File: src/rtl/fb_regfile.sv
// Two-read, one-write register file with RISC-V x0 semantics and write-through bypass.
// Register 0 is hardwired to zero; all contents clear asynchronously while reset is low.
module fb_regfile #(
  parameter int DATA_WIDTH = 32,
  parameter int ADDR_WIDTH = 5
) (
  input  logic                  clk,
  input  logic                  reset,
  input  logic [ADDR_WIDTH-1:0] raddr1,
  input  logic [ADDR_WIDTH-1:0] raddr2,
  input  logic                  we,
  input  logic [ADDR_WIDTH-1:0] waddr,
  input  logic [DATA_WIDTH-1:0] wdata,
  output logic [DATA_WIDTH-1:0] rdata1,
  output logic [DATA_WIDTH-1:0] rdata2
);

  localparam int NUM_REGS = 2 ** ADDR_WIDTH;

  logic [DATA_WIDTH-1:0] regs [NUM_REGS];
  logic                  wr_en;

  // Case-equality keeps an X on we from being treated as a write in simulation;
  // it reduces to a plain compare in synthesis.
  assign wr_en = (we === 1'b1) && (waddr != '0);

  // NOTE: every entry is cleared by the asynchronous reset, so this array maps to
  // flops rather than a RAM macro; contents must read zero without any clock.
  // NOTE: sequential state uses non-blocking assignments so every flop samples
  // pre-edge values, independent of process ordering.
  always_ff @(posedge clk or negedge reset) begin
    if (!reset) begin
      for (int i = 0; i < NUM_REGS; i++) begin
        regs[i] <= '0;
      end
    end else if (wr_en) begin
      regs[waddr] <= wdata;
    end
  end

  // NOTE: outputs get a default before any branch so no path leaves them
  // unassigned, which would otherwise infer a latch.
  always_comb begin
    rdata1 = '0;
    rdata2 = '0;
    if (reset) begin
      if (raddr1 != '0) begin
        rdata1 = (wr_en && (raddr1 == waddr)) ? wdata : regs[raddr1];
      end
      if (raddr2 != '0) begin
        rdata2 = (wr_en && (raddr2 == waddr)) ? wdata : regs[raddr2];
      end
    end
  end

endmodule

File: config.mk
export PLATFORM = sky130hd
export DESIGN_NAME = fb_regfile
export DESIGN_NICKNAME = d
export VERILOG_FILES = /design/src/rtl/fb_regfile.sv
export SDC_FILE = /design/constraint.sdc
export NUM_CORES = 2
export LEC_CHECK = 0
export CORE_MARGIN = 3
export CORE_UTILIZATION = 60
export DETAILED_ROUTE_END_ITERATION = 8
export DONT_BUFFER_PORTS = 1
export PLACE_DENSITY = 0.76
export SLEW_MARGIN = 20
export SYNTH_ARGS = -nofsm -noshare
export SYNTH_HDL_FRONTEND = slang
export SYNTH_SLANG_ARGS = --single-unit
File: constraint.sdc
create_clock -name clk -period 3.25 [get_ports clk]
set_input_delay 0.65 -clock clk [delete_from_list [all_inputs] [get_ports clk]]
set_output_delay 0.65 -clock clk [all_outputs]
set_load 0.005 [all_outputs]
# [Word level (Yosys, flattened, before mapping)]
# Cells that the tools add are included.
# W data, S select, Z words.
[word_totals] output_inout_bits=64 rom_bits=0 reg_bits=1024 ram_bits=0 memories=0 latch_bits=0
[op_classes] addsub=0 n_lt_le_gt_ge=4 muxes=15 reduce_logical=7 bitwise_logic=3 n_div=0 n_shift=0 n_eq_ne=3 mul=0
[op_table] op="$bwmux W1024" n=1
[op_table] op="$mux W32" n=11
[op_table] op="$bmux W32 S5" n=2
[op_table] op="$demux W32 S5" n=1
[op_table] op="$ge A6 B6 Y1 const B" n=3
[op_table] op="$not A5 Y6" n=3
[op_table] op="$reduce_bool A5 Y1" n=3
[op_table] op="$eq A5 B5 Y1" n=2
[op_table] op="$lt A6 B1 Y1 const B" n=1
[op_table] op="$logic_and A1 B1 Y1" n=4
[op_table] op="$eqx A1 B1 Y1 const B" n=1

# [Logic depth before layout (Yosys ltp)]
[depth] depth_word=7 ltp_mapped=9

# [Worst setup path after synthesis]
# No wires, ideal clock.
[synth_path] path_kind="in2out" start="input port raddr1[0]" end="output port rdata1[10]" slack_ps=232 n_path_buf=4 arrival_ps=2368 stages=8 t_required_ps=2600 cell_sequence="buf_2 -> buf_6 -> buf_6 -> buf_2 -> mux4_2 -> a22oi_1 -> nand2_1 -> a221o_1"
[synth_between] elab_chain_cells=7 word_cells_on_any_way=10 cone_classes="eq/ne (1); mux (6); bitwise (1); reduce/logical (2)"
[synth_lines] element="from (decl)" line_no="9" source="input logic [ADDR_WIDTH-1:0] raddr1,"
[synth_lines] element="$not A5 Y6 (implied by the code)" line_no="48" source="rdata1 = (wr_en && (raddr1 == waddr)) ? wdata : regs[raddr1];"
[synth_lines] element="$bmux W32 S5" line_no="48"
[synth_lines] element="$mux W32 (implied by the code) (2 in series)" line_no="48"
[synth_lines] element="$mux W32" line_no="48"
[synth_lines] element="$mux W32 *" line_no="47" source="if (raddr1 != '0) begin"
[synth_lines] element="$mux W32 *" line_no="46" source="if (reset) begin"
[synth_lines] element="to (decl)" line_no="14" source="output logic [DATA_WIDTH-1:0] rdata1,"
# Every way passes the cells marked *; elsewhere a longest branch is shown, timed or not. The select of a mux whose other input is x is not followed.

# [Final worst setup path]
[layout_path] start="input port raddr1[1]" end="output port rdata1[30]"
# The elaborated chain is that of the path after synthesis.

==> load_flow_metrics.sql <==
INSERT INTO impl_metrics (metric_group, metric, value, unit) VALUES
('floorplanning', 'die_w', '308.7', 'um'),
('yosys', 'synth_simple_gate_area_share', '0.01917', ''),
('floorplanning', 'die_area', '95270', 'sq um'),
('yosys', 'avgSynthCellArea', '15.11', 'sq um'),
('worst_setup_path', 'cp.required', '2.60', 'ns'),
('status', 'status', 'complete, but fails checks', ''),
('clocking', 'htreeDepth', '3', ''),
('pwr', 'cell_area_power_density', '611.1', 'nW/um^2'),
('yosys', 'synthMuxAreaShare', '0.4334', ''),
('finish', 'mostFrequentLayoutCell', 'sky130_fd_sc_hd__mux2_2', ''),
('yosys', 'synthesized_area', '54960', 'sq um'),
('worst_setup_path', 'cp-start-kind', 'input port', ''),
('worst_setup_path', 'crit_family', 'compound AO/OA/AOI/OAI gates', ''),
('yosys', 'synth_flop_cell', 'sky130_fd_sc_hd__dfrtp_1', ''),
('clocking', 'clk_pin_slew', '0.06', 'ns'),
('clocking', 'clk_root_buffer_cell', 'sky130_fd_sc_hd__clkbuf_16', ''),
('worst_hold_path', 'worst_hold_path_type', 'input port to asynchronous set/reset pin', ''),
('detailed_routing', 'detailedRoute.firstPassIterationCount', '6', ''),
('worst_setup_path', 'timing.critical_path.buf_inv', '2', ''),
('clocking', 'worst_skew_pair.late_latency', '0.67', 'ns'),
('worst_setup_path', 'endpoint_kind', 'output port', ''),
('yosys', 'netlist_instances', '3638', ''),
('floorplanning', 'floorplan.core_area', '90420', 'sq um'),
('detailed_routing', 'drt_drc_violations_left', '0', ''),
('floorplanning', 'initial_core_util', '0.6078', ''),
('clocking', 'clock_sink_total', '1024', ''),
('pwr', 'worst_ir_drop_vdd', '0.0004606', 'V'),
('grt', 'antenna_found_initial', '1', ''),
('timing', 'hold-worst-slack', '-0.007169', 'ns'),
('clocking', 'cts.path.max_buffers', '3', ''),
('worst_setup_path', 'path_cells', 'xnor2_1 -> nand2_1 -> o311ai_4 -> buf_12 -> buf_4 -> a211oi_1 -> a221o_1', ''),
('yosys', 'synth_warnings', '0', ''),
('yosys', 'largest_family_of_logic_cells_by_synthesized_area', 'multiplexers', ''),
('status', 'violations', 'hold timing, setup timing', ''),
('placement', 'port_buffers', '0', ''),
('timing', 'timing_max_transition_violations_final', '0', ''),
('yosys', 'postSynth.asyncResetShare', '1.000', ''),
('timing', 'setup_ws', '-0.2450', 'ns'),
('clocking', 'cts_tree', 'done', ''),
('yosys', 'synth-compound-area-share', '0.04503', ''),
('detailed_routing', 'post_drt_wl_per_cell', '34.63', 'um'),
('pwr', 'cellLeakagePower', '25.69', 'nW'),
('floorplanning', 'floorplan.rows', '110', ''),
('worst_setup_path', 'critical_path_peak_fanout', '250', ''),
('floorplanning', 'floorplan.io_pins', '114', ''),
('worst_setup_path', 'timing_worst_setup_path_type', 'input port to output port', ''),
('finish', 'largest_reg_flops', '1024', ''),
('yosys', 'yosys.area_share.xor_xnor', '0.001594', ''),
('timing', 'timing.fmax', '0.2861', 'GHz'),
('finish', 'finalNetCount', '3513', ''),
('grt', 'grt_pass1_wl', '242.6', 'mm'),
('placement', 'gp_congestion', '0.8673', ''),
('timing', 'fin_crit_sh', '1.075', ''),
('yosys', 'syn-num-nets', '3688', ''),
('timing', 'maxSlewHeadroom', '0.3949', ''),
('grt', 'pin_count_of_the_biggest_net_entering_global_routing', '1031', ''),
('yosys', 'post_synth_num_cell_types', '51', ''),
('finish', 'flow.area_growth_from_synthesis', '9.261', '%'),
('worst_setup_path', 'critical_path_arrival', '2.84', 'ns'),
('finish', 'fin_util', '0.6641', ''),
('timing', 'final_hold_viol_count', '14', ''),
('yosys', 'post_synth_edffs', '0', ''),
('placement', 'post-dp-hpwl', '91.25', 'mm'),
('clocking', 'number_of_buffers_created_by_cts', '108', ''),
('finish', 'registers.top_by_ff_count', 'regs', ''),
('timing', 'finish_stage_setup_viols', '38', ''),
('yosys', 'yosys.area_share.adder', '0', ''),
('pwr', 'totalPowerFinal', '36.70', 'mW'),
('worst_setup_path', 'worst_path_max_stage_delay', '0.42', 'ns'),
('floorplanning', 'die_h', '308.7', 'um'),
('run', 'max_cap_viol_count', '0', '');
repair_timing:
item                                    4_1_cts  5_1_grt
resized for setup                             1       25
pin swaps                                     0        4
gates cloned                                  0        3
endpoints found under the setup margin        1       64
buffers inserted                              0        2
endpoints found under the hold margin      1024      114
layout make-up:
class                           instances  area [sq um]  share of cell area
Antenna cell                            3         7.507           0.0001250
Inverter                                1         3.754          0.00006251
Timing Repair Buffer                  143          1572             0.02617
Multi-Input combinational cell       2185         27750              0.4622
Clock inverter                         34         417.9            0.006959
Clock buffer                          154          3199             0.05328
Tap cell                             1176          1471             0.02450
Sequential cell                      1024         25620              0.4267
cells by family (layout without fill, tap and decap cells):
kind of cell,after synthesis,after routing
other,0,3
flip-flops,1024,1024
AND/OR/NAND/NOR,220,220
AO/OA/AOI/OAI,315,315
multiplexers,1640,1640
XOR/XNOR,10,10
buffers and inverters,429,332
stage by stage:
stage          std cells  setup slack, ns   TNS, ns  cell area (sq um)
2_1_floorplan       3638           0.2323         0              54960
3_3_place_gp        4515          0.04513         0              55990
3_5_place_dp        4515          0.02746         0              55990
4_1_cts             4703         0.003263         0              59610
5_1_grt             4717         -0.04803  -0.06210              60040
6_report            4720          -0.2450    -5.620              60050
metal layers:
layer	share of wire	wire, um	global-route usage	vias up
met5	0	0	0	-
met4	0.060	9766	0.1761	0
met3	0.11	17740	0.1008	529
met2	0.47	76590	0.5427	1923
met1	0.36	59340	0.4426	18770
li1	-	-	-	13786
cell usage after synthesis, drive strengths merged (2+ instances only):
cell	number	area share
nor2	58	0.0040
dfrtp	1024	0.47
clkbuf	216	0.015
nand2b	2	0.00023
or4	2	0.00034
xnor2	6	0.00096
xor2	4	0.00064
o221ai	38	0.0061
mux4	486	0.20
o22a	18	0.0029
nor3b	4	0.00055
o21ai	7	0.00064
nor3	3	0.00036
a221oi	6	0.00096
and2	3	0.00034
a221o	45	0.0082
a211oi	85	0.012
nand2	82	0.0056
o22ai	2	0.00023
mux2i	97	0.018
nor2b	51	0.0058
a22oi	74	0.010
mux2	1057	0.22
buf	212	0.020
nand3b	4	0.00055
nor4	2	0.00034
nand3	3	0.00027
a21oi	32	0.0029
power breakdown:
part           internal [mW]  leakage [nW]  total, mW  switching [mW]
clock network           7.50          1.78       12.7            5.19
registers               15.2          13.1       17.0            1.84
logic                   4.59          10.8       6.99            2.40
total                   27.3          25.7       36.7            9.43
worst paths after layout:
path / start / to / slack (ns) / cells past startpoint
setup / recovery: raddr1[1] / rdata1[30] / -0.24 / 7
hold / removal: reset / regs[685] / -0.007 / 1
setup reg to reg: regs[288] / regs[288] / 2.42 / 1
max in group asynchronous: reset / regs[831] / 1.64 / 3
min in group clk: wdata[16] / regs[816] / 0.13 / 1
hold reg to reg: regs[1005] / regs[1005] / 0.40 / 0
Power figures use the tool's default switching activity.
